<file path="src/rtl/cpu_pkg.sv">
// Purpose: shared types and defaults for the minicpu fetch/execute sequencer.
// Latency: none (types, parameters and enums only).
// Backpressure: none.
package cpu_pkg;

    // Default datapath widths.
    localparam int DEF_DATA_W = 4;
    localparam int DEF_ADDR_W = 4;
    // MSB index of an instruction word, which is PROG_WIDTH+1 = 8 bits wide.
    localparam int PROG_WIDTH = 7;

    typedef enum logic [3:0] {
        OP_ADD_A  = 4'h0,
        OP_MOV_AB = 4'h1,
        OP_IN_A   = 4'h2,
        OP_MOV_AI = 4'h3,
        OP_MOV_BA = 4'h4,
        OP_ADD_B  = 4'h5,
        OP_IN_B   = 4'h6,
        OP_MOV_BI = 4'h7,
        OP_OUT_B  = 4'h9,
        OP_OUT_I  = 4'hB,
        OP_JNC    = 4'hE,
        OP_JMP    = 4'hF
    } opcode_e;

    typedef enum logic [1:0] {
        ST_HALT  = 2'd0,
        ST_FETCH = 2'd1,
        ST_EXEC  = 2'd2
    } state_e;

    typedef enum logic [1:0] {
        DST_NONE = 2'd0,
        DST_A    = 2'd1,
        DST_B    = 2'd2,
        DST_OUT  = 2'd3
    } dst_e;

    typedef enum logic [2:0] {
        SRC_IM  = 3'd0,
        SRC_A   = 3'd1,
        SRC_B   = 3'd2,
        SRC_IN  = 3'd3,
        SRC_ADD = 3'd4
    } src_e;

    // Decoded control fields for one instruction.
    typedef struct packed {
        dst_e dst;
        src_e src;
        logic is_add;  // instruction writes carry from the adder
        logic add_b;   // adder operand is B (else A)
        logic jmp;     // unconditional jump to im
        logic jnc;     // jump to im when carry is clear
    } ctrl_t;

endpackage

</file>
<file path="src/rtl/inst_decoder.sv">
// Purpose: combinational decode of a 4-bit opcode into datapath control fields.
// Latency: combinational, zero cycles.
// Backpressure: none; unknown opcodes decode as NOP.
module inst_decoder
    import cpu_pkg::*;
(
    input  logic [3:0] op,
    output ctrl_t      ctrl
);

    // Opcode to control mapping; the default is a NOP that writes nothing.
    always_comb begin
        ctrl        = '0;
        ctrl.dst    = DST_NONE;
        ctrl.src    = SRC_IM;
        case (opcode_e'(op))
            OP_ADD_A:  begin ctrl.dst = DST_A;   ctrl.src = SRC_ADD; ctrl.is_add = 1'b1; end
            OP_MOV_AB: begin ctrl.dst = DST_A;   ctrl.src = SRC_B;  end
            OP_IN_A:   begin ctrl.dst = DST_A;   ctrl.src = SRC_IN; end
            OP_MOV_AI: begin ctrl.dst = DST_A;   ctrl.src = SRC_IM; end
            OP_MOV_BA: begin ctrl.dst = DST_B;   ctrl.src = SRC_A;  end
            OP_ADD_B:  begin ctrl.dst = DST_B;   ctrl.src = SRC_ADD; ctrl.is_add = 1'b1; ctrl.add_b = 1'b1; end
            OP_IN_B:   begin ctrl.dst = DST_B;   ctrl.src = SRC_IN; end
            OP_MOV_BI: begin ctrl.dst = DST_B;   ctrl.src = SRC_IM; end
            OP_OUT_B:  begin ctrl.dst = DST_OUT; ctrl.src = SRC_B;  end
            OP_OUT_I:  begin ctrl.dst = DST_OUT; ctrl.src = SRC_IM; end
            OP_JNC:    ctrl.jnc = 1'b1;
            OP_JMP:    ctrl.jmp = 1'b1;
            default:   ctrl.dst = DST_NONE;
        endcase
    end

endmodule

</file>
<file path="src/rtl/cpu_sequencer.sv">
// Purpose: minicpu fetch/execute controller with run/halt and single-step control.
// Latency: 2 cycles per instruction (FETCH latches ir, EXECUTE retires it).
// Backpressure: run low halts after the current instruction; step is honoured only in HALT.
module cpu_sequencer
    import cpu_pkg::*;
#(
    parameter int DATA_W = DEF_DATA_W,
    parameter int ADDR_W = DEF_ADDR_W
) (
    input  logic                  clk,
    input  logic                  rst,
    output logic [ADDR_W-1:0]     rom_addr,
    input  logic [PROG_WIDTH:0]   rom_data,
    input  logic [DATA_W-1:0]     in_port,
    output logic [DATA_W-1:0]     out_port,
    input  logic                  run,
    input  logic                  step,
    output logic                  halted,
    output logic                  instr_done,
    output logic [ADDR_W-1:0]     pc
);

    state_e              state;
    logic [PROG_WIDTH:0] ir;
    logic [DATA_W-1:0]   a_reg;
    logic [DATA_W-1:0]   b_reg;
    logic                carry;
    logic                step_pend;

    ctrl_t               ctrl;
    logic [DATA_W-1:0]   im;
    logic [DATA_W-1:0]   add_op;
    logic [DATA_W:0]     sum;
    logic [DATA_W-1:0]   wr_val;
    logic                jump_taken;
    logic [ADDR_W-1:0]   pc_next;

    assign rom_addr = pc;

    inst_decoder u_dec (
        .op   (ir[7:4]),
        .ctrl (ctrl)
    );

    // Execute-stage datapath: adder, writeback source mux and next-pc select.
    always_comb begin
        im         = DATA_W'(ir[3:0]);
        add_op     = ctrl.add_b ? b_reg : a_reg;
        sum        = {1'b0, add_op} + {1'b0, im};
        wr_val     = im;
        case (ctrl.src)
            SRC_IM:  wr_val = im;
            SRC_A:   wr_val = a_reg;
            SRC_B:   wr_val = b_reg;
            SRC_IN:  wr_val = in_port;
            SRC_ADD: wr_val = sum[DATA_W-1:0];
            default: wr_val = im;
        endcase
        // JNC tests the carry left by the previous instruction.
        jump_taken = ctrl.jmp | (ctrl.jnc & ~carry);
        pc_next    = jump_taken ? ADDR_W'(ir[3:0]) : pc + ADDR_W'(1);
    end

    // Sequencer FSM with architectural registers and registered status outputs.
    always_ff @(posedge clk or posedge rst) begin
        if (rst) begin
            state      <= ST_HALT;
            pc         <= '0;
            ir         <= '0;
            a_reg      <= '0;
            b_reg      <= '0;
            carry      <= 1'b0;
            out_port   <= '0;
            step_pend  <= 1'b0;
            halted     <= 1'b1;
            instr_done <= 1'b0;
        end else begin
            case (state)
                ST_HALT: begin
                    instr_done <= 1'b0;
                    if (run) begin
                        state     <= ST_FETCH;
                        step_pend <= 1'b0;
                        halted    <= 1'b0;
                    end else if (step) begin
                        state     <= ST_FETCH;
                        step_pend <= 1'b1;
                        halted    <= 1'b0;
                    end
                end
                ST_FETCH: begin
                    ir         <= rom_data;
                    state      <= ST_EXEC;
                    // Pulse lines up with the EXECUTE cycle that retires the instruction.
                    instr_done <= 1'b1;
                end
                ST_EXEC: begin
                    instr_done <= 1'b0;
                    pc         <= pc_next;
                    carry      <= ctrl.is_add ? sum[DATA_W] : 1'b0;
                    case (ctrl.dst)
                        DST_A:   a_reg    <= wr_val;
                        DST_B:   b_reg    <= wr_val;
                        DST_OUT: out_port <= wr_val;
                        default: ;
                    endcase
                    if (step_pend) begin
                        state     <= ST_HALT;
                        step_pend <= 1'b0;
                        halted    <= 1'b1;
                    end else if (run) begin
                        state     <= ST_FETCH;
                    end else begin
                        state     <= ST_HALT;
                        halted    <= 1'b1;
                    end
                end
                default: begin
                    state      <= ST_HALT;
                    halted     <= 1'b1;
                    instr_done <= 1'b0;
                end
            endcase
        end
    end

endmodule
</file>
<file path="config.mk">
export PLATFORM = sky130hd
export DESIGN_NAME = cpu_sequencer
export DESIGN_NICKNAME = d
export VERILOG_FILES = /design/src/rtl/cpu_pkg.sv /design/src/rtl/inst_decoder.sv /design/src/rtl/cpu_sequencer.sv
export SDC_FILE = /design/constraint.sdc
export NUM_CORES = 1
export LEC_CHECK = 0
export CORE_MARGIN = 1
export CORE_UTILIZATION = 54
export CTS_BUF_LIST = sky130_fd_sc_hd__clkbuf_4 sky130_fd_sc_hd__clkbuf_8
export DETAILED_ROUTE_END_ITERATION = 8
export PLACE_DENSITY = 0.85
export SKIP_LAST_GASP = 1
export SLEW_MARGIN = 20
export SYNTH_ARGS = -nofsm -noshare
export SYNTH_HDL_FRONTEND = slang
export SYNTH_SLANG_ARGS = --single-unit
</file>
<file path="constraint.sdc">
create_clock -name clk -period 3 [get_ports clk]
set_input_delay 0.6 -clock clk [delete_from_list [all_inputs] [get_ports clk]]
set_output_delay 0.6 -clock clk [all_outputs]
set_load 0.005 [all_outputs]
</file>
==> results of run 1 <==
layer usage:
layer	wire length [µm]	share of wire (%)
met5	0	0
met4	79	2.0
met3	171	4.3
met2	1910	48
met1	1790	45
power breakdown:
part / leakage [µW] / internal [µW] / switching, µW / total, µW
clock: 0.0000343 / 112 / 150 / 262
sequential: 0.000358 / 609 / 201 / 810
combinational: 0.000522 / 677 / 669 / 1350
cells in the final DEF (no fill, tap or decap), drive strengths merged, types with 2 or more instances in the layout:
cell type / Yosys / layout
o21ai: 16 / 16
a22oi: 3 / 3
nand3: 4 / 4
nor2: 6 / 6
a211oi: 2 / 2
nand2b: 3 / 3
ha: 5 / 5
or3: 4 / 4
a21oi: 2 / 2
o21a: 2 / 2
and3: 2 / 2
clkdlybuf4s50: 0 / 29
dfrtp: 29 / 29
o31ai: 9 / 9
clkbuf: 1 / 6
and2b: 2 / 2
o22a: 3 / 3
inv: 10 / 10
mux2i: 3 / 3
buf: 11 / 6
a32oi: 2 / 2
nand2: 24 / 24
mux2: 9 / 9
nor2b: 5 / 5
path summary, 6_finish.rpt:
check	endpoint	slack (ns)	cells past startpoint
worst min register to register	out_port[0]	0.49	2
max in group asynchronous	halted	2.08	3
worst max-delay path	b_reg[3]	0.32	7
worst max register to register	b_reg[3]	0.32	7
worst min-delay path	out_port[0]	0.49	2
min in group asynchronous	out_port[1]	0.62	3
worst max-delay path, stage by stage, from the launching register on:
cell and delay [ns]:
sky130_fd_sc_hd__dfrtp_1 0.42, sky130_fd_sc_hd__nor4b_4 0.41, sky130_fd_sc_hd__mux2_2 0.39, sky130_fd_sc_hd__ha_1 0.33
sky130_fd_sc_hd__and3_1 0.19, sky130_fd_sc_hd__or3_1 0.34, sky130_fd_sc_hd__a32oi_1 0.34, sky130_fd_sc_hd__o31ai_1 0.14
final cells by class:
cell class | instances | area (µm²) | share of cell area [%]
clock buffers | 6 | 51.3 | 2.43
clock inverters | 2 | 12.5 | 0.592
inverters | 10 | 37.5 | 1.78
multi-input cells | 120 | 871 | 41.2
flip-flops and latches | 30 | 752 | 35.6
well taps | 44 | 55.1 | 2.60
repair buffers | 35 | 335 | 15.9
stage by stage:
stage	total power, µW	area [µm²]	cells	setup WS [ns]
final	2420	2110	247	0.323
after global routing	2600	2110	247	0.210
after CTS	2410	2110	247	0.344
after detailed placement	2140	2050	239	0.345
after global placement	2090	2050	239	0.348
after floorplan	1740	1740	172	0.423
cells by family after synthesis:
| logic type | Yosys count | synth area share [%] |
|---|---|---|
| adders and majority gates | 6 | 4.73 |
| and+or+nand+nor | 53 | 17.0 |
| muxes | 12 | 7.53 |
| xor gates and xnor gates | 1 | 0.502 |
| AOI/OAI and AO/OA | 48 | 20.2 |
| DFF | 30 | 43.1 |
| buffers and inverters | 22 | 6.96 |
==> run summary, run 1 <==
The flow ran to the end, and the final reports show no timing, DRC or antenna violations. The root buffer cell chosen for the clock tree is sky130_fd_sc_hd__clkbuf_4. Most frequently used flop master after synthesis: sky130_fd_sc_hd__dfrtp_1.

The total global routing overflow was 0; the area enclosed by the die boundary was 3460 µm². Of the cells placed in the final design, the portion with a size suffix greater than 1 is 15.8%. The tools report the count of synthesis-stage warnings from yosys as 0. The horizontal extent of the die is 58.8 µm. The number of vias per cell after detailed routing works out to 5.76. For this run, the total global-route usage over all layers was measured as 25.9%. The first detailed-routing pass ran for 4 iterations.

Met2 routing resource usage after global routing: 41.7%. met2 is the most crowded layer. Yosys attributes the largest share of cell area to sky130_fd_sc_hd__dfrtp_1 (42%), sky130_fd_sc_hd__mux2_2 (5.2%), sky130_fd_sc_hd__nand2_1 (5.2%). End-of-flow core utilization: 69.3%. The cell row count was 20.

The tools report the CTS sink count as 30. The worst hold path begins at out_port[0]. The launching element type of the critical path was a register.

Final-report max-slew violation count: 0. 0 antenna diodes ended up in the layout. In this run the tool buffered the top-level ports with 29 buffer cells. Biggest area consumer among synthesized cells: sky130_fd_sc_hd__dfrtp_1. The placer congestion estimate is 0.976. After layout, the worst path uses 89.2% of the clock period. The die is 58.8 µm tall. In this run, synthesis inferred 0 flip-flops with an integrated enable. The CTS clock-pin slew for the worst setup and hold paths works out to 0.10 ns.

Setup violations remaining at the end of the flow were counted as 0. The cell count after synthesis came out at 172. Of the synthesized area, sequential elements account for 43.1%.

The startpoint of the most critical setup path is ir[5]. For this configuration, the core starts out at a cell density of 57.1%. Highest fanout seen on the critical path: 4.

For the number of gates given a new drive strength after cts, the log shows 0. The aggregate routed wire length was 3950 µm. Pin placement for this block handled 30 I/O pins. In the routed design, unresolved DRC markers number 0. Entering global routing, the biggest net connects 31 pins. The final total negative setup slack is 0 ns. Register name with the most flops: ir. The average footprint of a synthesized cell came out at 10.1 µm². Counting the fill cells in the layout gives 252. Max-cap violations in this run came to 0.

Arrival time reported for the critical path endpoint: 2.89 ns. Setup repair after global routing left no endpoint under its margin. Subtracting the final worst setup slack from the clock period gives 2.68 ns. By count the netlist is led by sky130_fd_sc_hd__dfrtp_1 (29), sky130_fd_sc_hd__nand2_1 (24), sky130_fd_sc_hd__o21ai_0 (11). The share of flip-flops with an asynchronous set or reset after synthesis works out to 100%. Transition time at the pin with the least slew margin: 0.514 ns. The initial antenna violation count came out at 0. Hold is met by 0.490 ns. The worst setup skew after layout is 0.00410 ns.

TritonCTS built the clock tree. The register with the most flip-flops in the layout has 8 of them. The via count of the first global-routing pass was 1390. The endpoint kind of the worst setup timing path is a register. In this run the static leakage power is 0.000915 µW. Dividing the detail-routed wire length by the instance count gives 16.0 µm. Global routing used 8.79% of the available met3 tracks. Global routing consumed, on the met1 layer, 32.0% of the routing resources.

The critical path is of the register to register type. Once the clock tree was built, the setup fixing pass inserted 0 buffers. The total CTS buffers was 5; the maximum level of the CTS H-tree was 2. In this run, synthesis produced a sequential element count of 30. The reg-to-reg critical path startpoint was ir[5].

The wire-length estimate of the detail-placed layout is 2860 µm. The tools report the global-route wire length before repair as 6430 µm. After synthesis, the largest area contributor takes up 41.6% of total cell area.

After the first detailed-routing iteration, the DRC count stood at 56. For this design the ratio of total power to cell area is 1140 nW/µm². The number of hold buffers added after CTS was 0. The tools report the remaining max-slew budget at the tightest pin as 65.7%.

The region available for standard cell placement spans 3050 µm². Yosys mapped the design onto 47 distinct sky130hd cell types. The worst vdd rail ir drop was 584 µV. The area growth from synthesis to layout is 21.2%. The most numerous cell in the Yosys netlist is sky130_fd_sc_hd__dfrtp_1. The later pin in the worst-skew pair is clocked with a latency of 0.34 ns. The tightest min-delay check is of the register to register type. Summing every instance area after synthesis gives 1740 µm².

Net count after synthesis: 194. The run gives 1422 as the via count. The buffer depth of the longest clock path is 2. The final hold violation count is 0.

Highest clock rate: 374 MHz. The run gives 0 as the count of nets left with antenna violations after detail routing. After the last flow step, the layout net total stands at 224. The tools report the required time of the worst setup path as 3.22 ns.
No activity file was read; power rests on OpenSTA's default activity.
==> run 2: changes to the inputs <==
Settings changed: CORE_MARGIN 1 to default, CORE_UTILIZATION 54 to 25, PLACE_DENSITY 0.85 to 0.48.
==> run summary, run 2 (synthesis results as in run 1) <==
The flow ran to the end, and the final reports show no timing, DRC or antenna violations. The tools report the initial antenna violation count as 0 (unchanged). The horizontal extent of the die was 85.5 µm (was 58.8 µm). The later-pin clock latency in the skew report is 0.29 ns (was 0.34 ns), and the overall power after layout is 2490 µW (was 2420 µW). The run gives 53.4% (was 55.6%) as the share of total power in combinational logic.

The CTS root buffer is sky130_fd_sc_hd__clkbuf_8 (was sky130_fd_sc_hd__clkbuf_4). The global-route wire length before repair was 6930 µm (was 6430 µm). The vertical die dimension came out at 85.5 µm (was 58.8 µm).

The highest clock rate came out at 366 MHz (was 374 MHz). The relative contribution of sequential cells to total power came out at 32.5% (was 33.5%). The wire length per cell after detailed routing works out to 14.9 µm (was 16.0 µm). The total routing resource utilization after global routing is 12.3% (was 25.9%). The endpoint kind of the worst setup timing path is a register (unchanged). The reported net switching power is 1020 µW (about the same).

The register name with the most flops is ir (unchanged). The shortest clock period the worst path allows after layout came out at 2.73 ns (was 2.68 ns). The flip-flop count of the largest register, all copies and words added works out to 8 (unchanged). The synthesis-to-finish area growth was 25.6% (was 21.2%); the final-layout fill cell count was 713 (was 252). The number of nets in the layout was 224 (unchanged); the number of top-level design ports was 30 (unchanged).

TritonCTS built the clock tree. The tools report the buffer depth of the longest clock path as 2 (unchanged). The logs give 4210 µm (was 3950 µm) for the aggregate routed wire length and 14.1% (was 10.9%) for the share of power burned in the clock network.

The static leakage was 0.000928 µW (was 0.000915 µW). The area enclosed by the die boundary was 7310 µm² (was 3460 µm²); the quantity of I/O buffers inserted on ports was 29 (unchanged). Kind of critical path: register to register (unchanged). The maximum level of the CTS H-tree was 2 (unchanged). The total internal power was 1470 µW (was 1400 µW). Setup repair after global routing left no endpoint under its margin. Classification of the worst-slack hold path: register to register (unchanged).

The share of the clock period used by the worst path after layout works out to 91.1% (was 89.2%). For the count of nets left with antenna violations after detail routing, the log shows 0 (unchanged). The number of remaining DRC errors is 0 (unchanged), and the required time of the worst setup path is 3.16 ns (was 3.22 ns).

The total CTS buffers is 5 (unchanged). The number of gates given a new drive strength after cts was 0 (unchanged); the number of vias per cell after detailed routing was 4.72 (was 5.76). The tools report the arrival time reported for the critical path endpoint as 2.89 ns (about the same). The transition time at the pin with the least slew margin is 0.546 ns (was 0.514 ns), and the first-pass iteration count of the detailed router is 4 (unchanged). Hold buffer count at CTS: 0 (unchanged). The tools report the launching element type of the critical path as a register (unchanged). The CTS clock-pin slew for the worst setup and hold paths was 0.07 ns (was 0.10 ns); the final hold violation count was 0 (unchanged). The total power per unit cell area is 1140 nW/µm² (about the same). For the max-capacitance violation count, the log shows 0 (unchanged). The path depth of the worst reg2reg path came out at 8 (was 7). The run gives 0 ns (unchanged) as the final total negative setup slack. Top library cells by usage in the layout, fill and taps aside: sky130_fd_sc_hd__dfrtp_1 (29), sky130_fd_sc_hd__clkdlybuf4s50_1 (29), sky130_fd_sc_hd__nand2_1 (24), sky130_fd_sc_hd__o21ai_0 (11), sky130_fd_sc_hd__o31ai_1 (9) (unchanged). The proportion of total power due to net switching came out at 41.1% (was 42.2%). The number of buffers added for setup after CTS is 0 (unchanged), and the total setup violations reported at the end of the flow is 0 (unchanged). The worst vdd rail ir drop came out at 294 µV (was 584 µV). The initial core utilization was 25.8% (was 57.1%); the CTS sink count was 30 (unchanged).

The total global routing overflow was 0 (unchanged); the fraction of final layout cells with drive strength greater than 1 was 15.8% (unchanged). The initial DRC count was 61 (was 56); the highest fanout seen on the critical path was 4 (unchanged). The number of antenna diodes came out at 0 (unchanged). The cell row count is 30 (was 20). The run gives 0.789 (was 0.976) as the placer congestion estimate. For the via count, the log shows 1336 (was 1422). The run gives 0.488 ns (was 0.490 ns) as the worst hold-check slack.

The tools report the maximum number of pins on one net before global-route repair as 18 (was 31). The cell count of the worst hold path was 2 (unchanged); the via count of the first global-routing pass was 1338 (was 1390). Core box area: 6760 µm² (was 3050 µm²). The detailed placer's ending HPWL came out at 3020 µm (was 2860 µm). The worst setup skew after layout is 0.0101 ns (was 0.00410 ns), and the final-report max-slew violation count is 0 (unchanged).

Remaining max-slew budget at the tightest pin: 63.6% (was 65.7%).
==> run 2: cell counts in the layout (fill, tap and decap cells not counted) <==
No cell type changed its count.
==> run 2: power by group through the flow <==
stage	sequential (µW)	clock (µW)	combinational [µW]
2_1_floorplan	750	0	986
3_3_place_gp	822	0	1330
3_5_place_dp	814	0	1330
4_1_cts	812	359	1340
5_1_grt	842	378	1480
6_report	809	352	1330
==> run 2: critical path, stage by stage, from the launching register on <==
cell and delay (ns):
sky130_fd_sc_hd__dfrtp_1 0.39, sky130_fd_sc_hd__inv_2 0.09, sky130_fd_sc_hd__nor4b_4 0.40, sky130_fd_sc_hd__mux2_2 0.39, sky130_fd_sc_hd__ha_1 0.33, sky130_fd_sc_hd__and3_1 0.20
sky130_fd_sc_hd__or3_1 0.35, sky130_fd_sc_hd__a32oi_1 0.34, sky130_fd_sc_hd__o31ai_1 0.12
==> run 2: cell type report <==
class                           instances  area [µm²]  share of cell area [%]
Clock buffer                            6        82.6                    3.77
Clock inverter                          2        12.5                   0.571
Inverter                               10        37.5                    1.71
Multi-Input combinational cell        120         871                    39.7
Sequential cell                        30         752                    34.3
Tap cell                               80         100                    4.57
Timing Repair Buffer                   35         335                    15.3
==> run 2: final timing paths <==
path,start,end,slack [ns]
hold / removal,out_port[0],out_port[0],0.49
setup / recovery,ir[4],out_port[3],0.27
max in group asynchronous,rst,halted,1.66
hold reg to reg,out_port[0],out_port[0],0.49
min in group asynchronous,rst,pc[3],0.64
setup reg to reg,ir[4],out_port[3],0.27
==> run 2: per-stage QoR <==
stage | setup slack [ns] | area [µm²] | cells | util, %
final | 0.266 | 2190 | 283 | 32.4
after floorplan | 0.423 | 1740 | 172 | -
after global placement | 0.352 | 2100 | 275 | 31.0
after CTS | 0.268 | 2190 | 283 | 32.4
after global routing | 0.107 | 2190 | 283 | 32.4
after detailed placement | 0.281 | 2100 | 275 | 31.0
==> run 2: routing by layer <==
| layer | vias to the layer above | global-route usage (%) | share of wire (%) |
|---|---|---|---|
| met5 | - | 0 | 0 |
| met4 | 0 | 5.61 | 2.0 |
| met3 | 7 | 2.98 | 3.9 |
| met2 | 27 | 18.4 | 43 |
| met1 | 627 | 16.9 | 52 |
| li1 | 675 | - | - |
==> run 3: changes to the inputs <==
Settings changed: CORE_UTILIZATION 25 to 50, PLACE_DENSITY 0.48 to 0.8.
==> run summary, run 3 (synthesis results as in run 1) <==
The synthesis-to-finish area growth was 21.4% (was 25.6%); the area enclosed by the die boundary was 3730 µm² (was 7310 µm²). The flow ran to the end, and the final reports show no timing, DRC or antenna violations. The remaining max-slew budget at the tightest pin was 51.1% (was 63.6%).

The worst vdd rail ir drop was 527 µV (was 294 µV). Wire length per cell after detailed routing: 16.6 µm (was 14.9 µm). The number of buffers added for setup after CTS came out at 0 (unchanged). The count of buffering cells on the critical path with inverters included came out at 0 (was 1). The share of the clock period used by the worst path after layout is 91.8% (was 91.1%). Kind of critical path: register to register (unchanged). The tools report the multi-input logic area as 871 µm² (unchanged). The max-capacitance violation count is 0 (unchanged), and the hold buffer count at CTS is 0 (unchanged). The delay of the slowest cell on the worst path was 0.43 ns (was 0.40 ns). TritonCTS built the clock tree. The initial antenna violation count was 0 (unchanged). The shortest clock period the worst path allows after layout came out at 2.75 ns (was 2.73 ns). The logs give 0 (unchanged) for the number of gates given a new drive strength after cts and 0 (unchanged) for the total global routing overflow. The worst setup skew after layout was 0.00653 ns (was 0.0101 ns); the detailed placer's ending HPWL was 2990 µm (was 3020 µm).

The tools report the number of remaining DRC errors as 0 (unchanged). Static leakage: 0.000915 µW (was 0.000928 µW). Maximum level of the CTS H-tree: 2 (unchanged). Critical Path, Cell by Cell: nor4b_4 > mux2_2 > ha_1 > and3_1 > or3_1 > a32oi_1 > o31ai_1 (was inv_2 > nor4b_4 > mux2_2 > ha_1 > and3_1 > or3_1 > a32oi_1 > o31ai_1). Setup repair after global routing left no endpoint under its margin.

The tools report the number of top-level design ports as 30 (unchanged). The cell row count was 21 (was 30). The logs give 283 (was 713) for the final-layout fill cell count and 0.35 ns (was 0.29 ns) for the later-pin clock latency in the skew report. Endpoint kind of the worst setup timing path: a register (unchanged). The required time of the worst setup path came out at 3.23 ns (was 3.16 ns). The horizontal extent of the die is 61.1 µm (was 85.5 µm).

The run gives 0 (unchanged) as the final hold violation count. Total routing resource utilization after global routing: 25.8% (was 12.3%). The highest clock rate was 363 MHz (was 366 MHz). Launching element type of the critical path: a register (unchanged).

The CTS sink count came out at 30 (unchanged). The fraction of final layout cells with drive strength greater than 1 is 15.8% (unchanged), and the total setup violations reported at the end of the flow is 0 (unchanged). For the arrival time reported for the critical path endpoint, the log shows 2.98 ns (was 2.89 ns). The register name with the most flops was ir (unchanged). The number of vias per cell after detailed routing was 5.76 (was 4.72). The tools report the via count of the first global-routing pass as 1428 (was 1338). The placer congestion estimate was 1.06 (was 0.789); the initial DRC count was 91 (was 61). The final total negative setup slack is 0 ns (unchanged), and the number of nets in the layout is 224 (unchanged). The highest fanout seen on the critical path was 4 (unchanged); the initial core utilization was 52.3% (was 25.8%).

The total CTS buffers is 5 (unchanged). The core box area was 3340 µm² (was 6760 µm²). The global-route wire length before repair was 6860 µm (was 6930 µm). The maximum number of pins on one net before global-route repair is 19 (was 18), and the CTS clock-pin slew for the worst setup and hold paths is 0.11 ns (was 0.07 ns). The final-report max-slew violation count came out at 0 (unchanged).

The area of all sequential standard cells is 752 µm² (unchanged). Top library cells by usage in the layout, fill and taps aside: sky130_fd_sc_hd__dfrtp_1 (29), sky130_fd_sc_hd__clkdlybuf4s50_1 (29), sky130_fd_sc_hd__nand2_1 (24), sky130_fd_sc_hd__o21ai_0 (11), sky130_fd_sc_hd__o31ai_1 (9) (unchanged). The vertical die dimension came out at 61.1 µm (was 85.5 µm).

The classification of the worst-slack hold path was register to register (unchanged). The transition time at the pin with the least slew margin is 0.732 ns (was 0.546 ns). For the first-pass iteration count of the detailed router, the log shows 4 (unchanged).

Critical-path cell with the highest stage delay: sky130_fd_sc_hd__nor4b_4 (unchanged). The count of nets left with antenna violations after detail routing is 0 (unchanged), and the quantity of I/O buffers inserted on ports is 29 (unchanged). The logs give 0 (unchanged) for the number of antenna diodes and 63.4% (was 32.4%) for the end-of-flow core utilization. The buffer depth of the longest clock path was 2 (unchanged).

The flip-flop count of the largest register, all copies and words added is 8 (unchanged). Aggregate routed wire length: 4140 µm (was 4210 µm). Total power per unit cell area: 1150 nW/µm² (was 1140 nW/µm²).

The CTS root buffer was sky130_fd_sc_hd__clkbuf_4 (was sky130_fd_sc_hd__clkbuf_8). Kind of cell with the highest combined delay on the critical path: simple AND/OR/NAND/NOR gates (unchanged). Via count: 1435 (was 1336).
==> run 3: cell counts in the layout (fill, tap and decap cells not counted) <==
No cell type changed its count.
==> run 3: area by class of cell <==
type                            instances  area share (%)
Inverter                               10            1.77
Clock inverter                          2           0.591
Clock buffer                            6            2.42
Timing Repair Buffer                   35            15.8
Sequential cell                        30            35.5
Tap cell                               46            2.72
Multi-Input combinational cell        120            41.1
==> run 3: where the power goes <==
group          switching (µW)  internal (µW)
Clock                     158            112
Sequential                203            609
Combinational             678            679
==> run 3: metrics by stage <==
stage                     hold slack [ns]  power (µW)  setup slack (ns)  cells  instance area [µm²]
after floorplan                     0.451        1740             0.423    172                 1740
after global placement              0.464        2070             0.430    241                 2050
after detailed placement            0.475        2160             0.309    241                 2050
after CTS                           0.508        2440             0.281    249                 2120
after global routing                0.519        2630             0.119    249                 2120
final                               0.500        2440             0.247    249                 2120
==> run 3: final timing paths <==
check                                from          end  slack (ns)  cells after the start
min in group asynchronous             rst     a_reg[2]        0.66                      2
worst min-delay path            step_pend    step_pend        0.50                      1
max in group asynchronous             rst     b_reg[3]        1.68                      3
worst max-delay path                ir[5]  out_port[3]        0.25                      7
worst min register to register  step_pend    step_pend        0.50                      1
worst max register to register      ir[5]  out_port[3]        0.25                      7
==> run 3: layer usage <==
metal | wire (µm) | global-route usage, % | part of all wire (%) | vias to the layer above
li1 | - | - | - | 678
met1 | 1780 | 34.6 | 43 | 681
met2 | 2070 | 40.1 | 50 | 69
met3 | 244 | 6.72 | 5.9 | 7
met4 | 48 | 10.4 | 1.2 | 0
met5 | 0 | 0 | 0 | -
==> run 3: worst register-to-register path: stages, from the launching register on <==
cell and delay (ns):
sky130_fd_sc_hd__dfrtp_1 0.42, sky130_fd_sc_hd__nor4b_4 0.43, sky130_fd_sc_hd__mux2_2 0.40, sky130_fd_sc_hd__ha_1 0.33, sky130_fd_sc_hd__and3_1 0.21, sky130_fd_sc_hd__or3_1 0.36
sky130_fd_sc_hd__a32oi_1 0.36, sky130_fd_sc_hd__o31ai_1 0.13
